### config.mk
export PLATFORM = sky130hd
export DESIGN_NAME = mul_div_unit_flat
export DESIGN_NICKNAME = d
export VERILOG_FILES = /design/src/rtl/mul_div_unit_if.sv /design/src/rtl/mul_div_unit.sv /design/src/flat_wrapper.sv
export SDC_FILE = /design/constraint.sdc
export NUM_CORES = 1
export LEC_CHECK = 0
export ABC_CLOCK_PERIOD_IN_PS = 6700
export CORE_ASPECT_RATIO = 0.5
export CORE_UTILIZATION = 35
export DETAILED_ROUTE_END_ITERATION = 6
export HOLD_SLACK_MARGIN = 0.12
export PLACE_DENSITY_LB_ADDON = 0.25
export SLEW_MARGIN = 20
export SYNTH_ARGS = -nofsm -noshare
export SYNTH_HDL_FRONTEND = slang
export SYNTH_SLANG_ARGS = --single-unit
### constraint.sdc
create_clock -name clk -period 6.7 [get_ports clk]
set_input_delay 1.34 -clock clk [delete_from_list [all_inputs] [get_ports clk]]
set_output_delay 1.34 -clock clk [all_outputs]
set_load 0.02 [all_outputs]
### src/rtl/mul_div_unit_if.sv
// Request/result bundle between the execute-stage control logic and the HI/LO multiply/divide unit.
interface mul_div_unit_if;
    logic        start;
    logic [5:0]  fncode;
    logic [31:0] a;
    logic [31:0] b;
    logic [31:0] hi;
    logic [31:0] lo;
    logic        busy;
    logic        done;

    modport master (output start, fncode, a, b, input hi, lo, busy, done);
    modport slave  (input start, fncode, a, b, output hi, lo, busy, done);
endinterface

### src/rtl/mul_div_unit.sv
// Iterative HI/LO multiply/divide unit: 32-step shift-add multiply, 32-step restoring divide,
// one sign-fix cycle, plus single-cycle MTHI/MTLO writes. Owns the HI and LO registers.
module mul_div_unit (
    input  logic           clk,
    input  logic           reset,
    mul_div_unit_if.slave  bus
);
    localparam logic [5:0] FUNCT_MTHI  = 6'h11;
    localparam logic [5:0] FUNCT_MTLO  = 6'h13;
    localparam logic [5:0] FUNCT_MULT  = 6'h18;
    localparam logic [5:0] FUNCT_MULTU = 6'h19;
    localparam logic [5:0] FUNCT_DIV   = 6'h1A;
    localparam logic [5:0] FUNCT_DIVU  = 6'h1B;

    typedef enum logic [1:0] {S_IDLE, S_MUL, S_DIV, S_FIX} state_t;

    state_t      state_q, state_d;
    logic [4:0]  cnt_q, cnt_d;
    logic [63:0] acc_q, acc_d;
    logic [31:0] opnd_q, opnd_d;
    logic        neg_lo_q, neg_lo_d;
    logic        neg_hi_q, neg_hi_d;
    logic        is_div_q, is_div_d;
    logic [31:0] hi_q, hi_d;
    logic [31:0] lo_q, lo_d;
    logic        done_q, done_d;

    logic        op_signed;
    logic [31:0] abs_a, abs_b;
    logic [32:0] sum, shifted, diff;
    logic [63:0] prod;

    always_ff @(posedge clk) begin
        if (reset) begin
            state_q  <= S_IDLE;
            cnt_q    <= '0;
            acc_q    <= '0;
            opnd_q   <= '0;
            neg_lo_q <= 1'b0;
            neg_hi_q <= 1'b0;
            is_div_q <= 1'b0;
            hi_q     <= '0;
            lo_q     <= '0;
            done_q   <= 1'b0;
        end else begin
            state_q  <= state_d;
            cnt_q    <= cnt_d;
            acc_q    <= acc_d;
            opnd_q   <= opnd_d;
            neg_lo_q <= neg_lo_d;
            neg_hi_q <= neg_hi_d;
            is_div_q <= is_div_d;
            hi_q     <= hi_d;
            lo_q     <= lo_d;
            done_q   <= done_d;
        end
    end

    always_comb begin
        state_d = state_q;
        case (state_q)
            S_IDLE: begin
                if (bus.start) begin
                    if (bus.fncode == FUNCT_MULT || bus.fncode == FUNCT_MULTU) state_d = S_MUL;
                    else if (bus.fncode == FUNCT_DIV || bus.fncode == FUNCT_DIVU) state_d = S_DIV;
                end
            end
            S_MUL, S_DIV: if (cnt_q == 5'd31) state_d = S_FIX;
            default:      state_d = S_IDLE;
        endcase
    end

    always_comb begin
        cnt_d    = cnt_q;
        acc_d    = acc_q;
        opnd_d   = opnd_q;
        neg_lo_d = neg_lo_q;
        neg_hi_d = neg_hi_q;
        is_div_d = is_div_q;
        hi_d     = hi_q;
        lo_d     = lo_q;
        done_d   = 1'b0;

        op_signed = (bus.fncode == FUNCT_MULT) || (bus.fncode == FUNCT_DIV);
        abs_a     = (op_signed && bus.a[31]) ? -bus.a : bus.a;
        abs_b     = (op_signed && bus.b[31]) ? -bus.b : bus.b;
        sum       = {1'b0, acc_q[63:32]} + (acc_q[0] ? {1'b0, opnd_q} : 33'd0);
        shifted   = {acc_q[63:32], acc_q[31]};
        diff      = shifted - {1'b0, opnd_q};
        prod      = neg_lo_q ? -acc_q : acc_q;

        case (state_q)
            S_IDLE: begin
                if (bus.start) begin
                    case (bus.fncode)
                        FUNCT_MTHI: hi_d = bus.a;
                        FUNCT_MTLO: lo_d = bus.a;
                        FUNCT_MULT, FUNCT_MULTU: begin
                            acc_d    = {32'd0, abs_b};
                            opnd_d   = abs_a;
                            neg_lo_d = op_signed && (bus.a[31] ^ bus.b[31]);
                            neg_hi_d = 1'b0;
                            is_div_d = 1'b0;
                            cnt_d    = '0;
                        end
                        FUNCT_DIV, FUNCT_DIVU: begin
                            acc_d    = {32'd0, abs_a};
                            opnd_d   = abs_b;
                            // With a zero divisor the restoring loop yields all-ones quotient and
                            // remainder |a|; suppressing the quotient negate leaves lo=FFFFFFFF, hi=a.
                            neg_lo_d = op_signed && (bus.a[31] ^ bus.b[31]) && (bus.b != 32'd0);
                            neg_hi_d = op_signed && bus.a[31];
                            is_div_d = 1'b1;
                            cnt_d    = '0;
                        end
                        default: ;
                    endcase
                end
            end
            S_MUL: begin
                acc_d = {sum, acc_q[31:1]};
                cnt_d = cnt_q + 5'd1;
            end
            S_DIV: begin
                if (!diff[32]) acc_d = {diff[31:0], acc_q[30:0], 1'b1};
                else           acc_d = {shifted[31:0], acc_q[30:0], 1'b0};
                cnt_d = cnt_q + 5'd1;
            end
            default: begin
                if (is_div_q) begin
                    lo_d = neg_lo_q ? -acc_q[31:0]  : acc_q[31:0];
                    hi_d = neg_hi_q ? -acc_q[63:32] : acc_q[63:32];
                end else begin
                    {hi_d, lo_d} = prod;
                end
                done_d = 1'b1;
                cnt_d  = '0;
            end
        endcase
    end

    assign bus.hi   = hi_q;
    assign bus.lo   = lo_q;
    assign bus.busy = (state_q != S_IDLE);
    assign bus.done = done_q;
endmodule

### src/flat_wrapper.sv
// flat-port wrapper written by rule: the top's interface ports become plain ports
module mul_div_unit_flat 
  (clk, reset, bus_start, bus_fncode, bus_a, bus_b, bus_hi, bus_lo, bus_busy, bus_done);
  mul_div_unit_if bus_i ();
  input  logic clk;
  input  logic reset;
  input wire logic [$bits(bus_i.start)-1:0] bus_start;
  input wire logic [$bits(bus_i.fncode)-1:0] bus_fncode;
  input wire logic [$bits(bus_i.a)-1:0] bus_a;
  input wire logic [$bits(bus_i.b)-1:0] bus_b;
  output wire logic [$bits(bus_i.hi)-1:0] bus_hi;
  output wire logic [$bits(bus_i.lo)-1:0] bus_lo;
  output wire logic [$bits(bus_i.busy)-1:0] bus_busy;
  output wire logic [$bits(bus_i.done)-1:0] bus_done;
  assign bus_i.start = bus_start;
  assign bus_i.fncode = bus_fncode;
  assign bus_i.a = bus_a;
  assign bus_i.b = bus_b;
  assign bus_hi = bus_i.hi;
  assign bus_lo = bus_i.lo;
  assign bus_busy = bus_i.busy;
  assign bus_done = bus_i.done;
  mul_div_unit u_core (.clk(clk), .reset(reset), .bus(bus_i));
endmodule
==> results by group <==
Outcome
  • Outcome: complete, no violations

Routing
  • Drt total wl: 57.9 mm
  • DRT antenna net count: 0
  • DRC: 0
  • Drt pass-1 iters: 7
  • Vias per cell: just under 6
  • Wire per inst: approximately 22 µm
  • Via count: between 15000 and 20000
  • Initial drt markers: 1876

Timing
  • Final setup fails: 0
  • Final Skew: 0.0122 ns
  • Minimum clock period: roughly 4.5 ns
  • Fin. max-slew vios: 0
  • RSZ-0062 raised after global routing: no
  • Final Hold Vio Count: 0
  • Final worst path period share: 0.675
  • Fmax: 221 MHz
  • Slew HR: 0.305
  • Actual slew at the worst max-slew pin: 1.04 ns
  • Setup_tns: 0 ns

CTS
  • CTS tree: done
  • CTS Hold Bufs: 0
  • Clock sinks: 171
  • Buffer depth of the longest clock path: 2
  • H-tree levels: 4
  • CTS buffer count: 17
  • Setup bufs post-CTS: 0
  • Worst-Skew Late Latency: around 0.46 ns
  • Root buf cell: clkbuf_16
  • CTS resizes: 0
  • Worst-path clk slew: 0.07 ns

GRT
  • Tot GR Track Use: 0.262
  • First-pass GRT wire length: 87.1 mm
  • Initial antenna violation count: 1
  • GRT overflow: 0
  • Largest net degree at the start of global routing: 75
  • Vias in the first global route: 14400

Run
  • MaxCap Viol Count: 0

Logic synthesis
  • Synth area leader: dfxtp_1
  • Top_reg_cell synth: dfxtp_1
  • Async S/R FF share, synth: 0
  • Post-Synthesis Cells: 2053
  • Avg Cell Area, Syn: 7.18 µm²
  • Synth area leaders: dfxtp_1 23%, a21oi_1 7.0%, nand2_1 6.9%, ha_1 6.3%, xnor2_1 5.6%
  • Post-Syn Area: between 10000 and 15000 µm²
  • Seq/Total Area, Yosys: 0.232
  • Synth Net Count: 2202
  • Synth top area share: 0.232
  • Yosys cell types: 76
  • Number of synthesized flops with an enable pin: 0
  • Warnings, synthesis: 0
  • Yosys reg bits: 171

Place
  • Total placed cells including tap cells: ~2600
  • GPL Wtd Cong: between 0.9 and 1
  • Port Buffers: 138
  • Placed Area: 16500 µm²
  • HPWL after DPL: between 40 and 50 mm

Critical path
  • Cell depth of the worst flop-to-flop path: 9
  • CP Cell Sequence: clkdlybuf4s50_1 > or4_4 > or4b_2 > nor4_1 > a21oi_1 > xor2_1 > nor2_1 > a211oi_1 > a211oi_1 > nor3_1
  • Worst path slowest cell: nor4_1
  • Crit-path most repeated cell: a211oi_1
  • Worst Setup Start Kind: primary input
  • R2R Path Start: u_core.acc_q[6]
  • Setup CP Type: in -> reg
  • Max FO, Critical Path: 6
  • Critical path required time: 7.08 ns
  • CP arrival: 4.90 ns
  • Reg-to-reg endpoint: u_core.bus.hi[22]
  • Worst setup EP type: flop
  • CP max stage delay: 0.72 ns
  • Reg-to-reg slack, setup: 2.60 ns

Pwr
  • NetSw: around 1.4 mW
  • Reg power frac: 0.351
  • Combinational power share: 0.349
  • Net Sw Frac: 0.402
  • Lkg Pwr: about 6.6 nW
  • VDD IR max: 0.000195 V
  • Clock power share: 0.300
  • P_int: ~2 mW
  • Pwr Density: 202 nW/µm²

Hold path
  • WHS Path Cells: 2
  • Hold path endpoint: u_core.bus.hi[23]
  • Hold Startpoint: u_core.bus.hi[23]
  • Hold/Removal Path Class: reg -> reg

Die
  • Io pins: approximately 140
  • Starting Density: 0.360
  • Cell row count: 52
  • Die ar.: roughly 43000 µm²
  • Core Box Area: approximately 40000 µm²
  • Die Ht: 147 µm
  • Die width: 292 µm

Final layout
  • Finished layout cell area: roughly 17000 µm²
  • Final Instance Count excl. Fillers: 2651
  • Commonest non-fill, non-tap cells in the layout: 271 x nand2_1, 205 x a21oi_1, 203 x nor2_1
  • Commonest non-fill, non-tap cell in the layout: nand2_1
  • Nets: 2247
  • Share of cells above drive strength 1: 0.0436
  • Area grow syn2layout: 15.5%
  • Layout fillers: 4250
  • Ant diodes: 0
-- sequential cells by signal (all words and copies together) (netlist names) --
signal,cells
u_core.acc_q,64
u_core.neg_hi_q,1
u_core.is_div_q,1
u_core.bus.done,1
u_core.opnd_q,32
u_core.state_q,2
u_core.cnt_q,5
u_core.neg_lo_q,1
u_core.bus.lo,32
u_core.bus.hi,32
-- per-layer routing --
layer,track usage,up-vias,share of wire
met3,0.0576,78,0.091
met1,0.370,7387,0.45
met4,0.0699,2,0.022
met2,0.399,648,0.43
li1,-,7495,-
met5,0,-,0.00022
-- worst max-delay path, delay by kind of cell --
| kind | cells | cell delay [ns] |
|---|---|---|
| XOR/XNOR | 1 | 0.21 |
| AND/OR/NAND/NOR | 5 | 2.33 |
| AO/OA/AOI/OAI | 3 | 0.50 |
| buffers and inverters | 1 | 0.51 |
-- cells in the mapped netlist (16+ instances only) --
library cell	instances
nand2_1	271
o21ai_0	152
nor4_1	16
nor3_1	53
o211ai_1	57
a21oi_1	206
mux2i_1	45
xnor2_1	94
dfxtp_1	171
a22oi_1	37
clkbuf_1	110
inv_1	62
nor2_1	205
a22o_1	25
nand2b_1	25
a31oi_1	18
nand3_1	35
a21o_1	28
ha_1	74
or3_1	23
o31ai_1	22
xor2_1	80
a211oi_1	44
-- cell type report --
cell class | count | area (µm²) | area share
Multi-Input combinational cell | 1684 | 10600 | 0.621
Sequential cell | 171 | 3420 | 0.201
Timing Repair Buffer | 160 | 1540 | 0.0904
Tap cell | 540 | 676 | 0.0397
Clock buffer | 19 | 443 | 0.0260
Inverter | 64 | 240 | 0.0141
Clock inverter | 13 | 129 | 0.00757
-- power by group through the flow --
stage | logic [mW] | registers (mW) | clock network (mW)
2_1_floorplan | 0.721 | 1.23 | 0
3_3_place_gp | 1.17 | 1.23 | 0
3_5_place_dp | 1.17 | 1.23 | 0
4_1_cts | 1.18 | 1.20 | 1.03
5_1_grt | 1.28 | 1.21 | 1.08
6_report | 1.20 | 1.21 | 1.03
-- per-stage QoR --
stage	hold slack [ns]	setup WS [ns]	power, mW	util
finish	0.445	2.18	3.44	0.415
global route	0.475	1.98	3.57	0.415
CTS	0.449	2.33	3.42	0.415
detailed placement	0.437	1.91	2.40	0.402
global placement	0.428	1.95	2.40	0.401
floorplan	0.432	2.81	1.96	-
-- cell families after synthesis --
kind of cell,share of synthesized area
and+or+nand+nor,0.222
AOI/OAI and AO/OA,0.291
buffers and inverters,0.0530
xor gates and xnor gates,0.103
DFF,0.232
adders and majority gates,0.0655
muxes,0.0336
-- worst max-delay path by stage --
stage | to | startpoint | depth (start not counted) | slack, ns
3_5_place_dp | u_core.acc_q[23] | bus_a[10] | 10 | 1.91
6_report | u_core.acc_q[23] | bus_a[10] | 10 | 2.18
5_1_grt | u_core.acc_q[23] | bus_a[10] | 10 | 1.98
2_1_floorplan | u_core.acc_q[23] | bus_a[10] | 9 | 2.81
3_3_place_gp | u_core.acc_q[23] | bus_a[10] | 10 | 1.95
4_1_cts | u_core.acc_q[23] | bus_a[10] | 10 | 2.33
(Power assumes the default switching activity.)
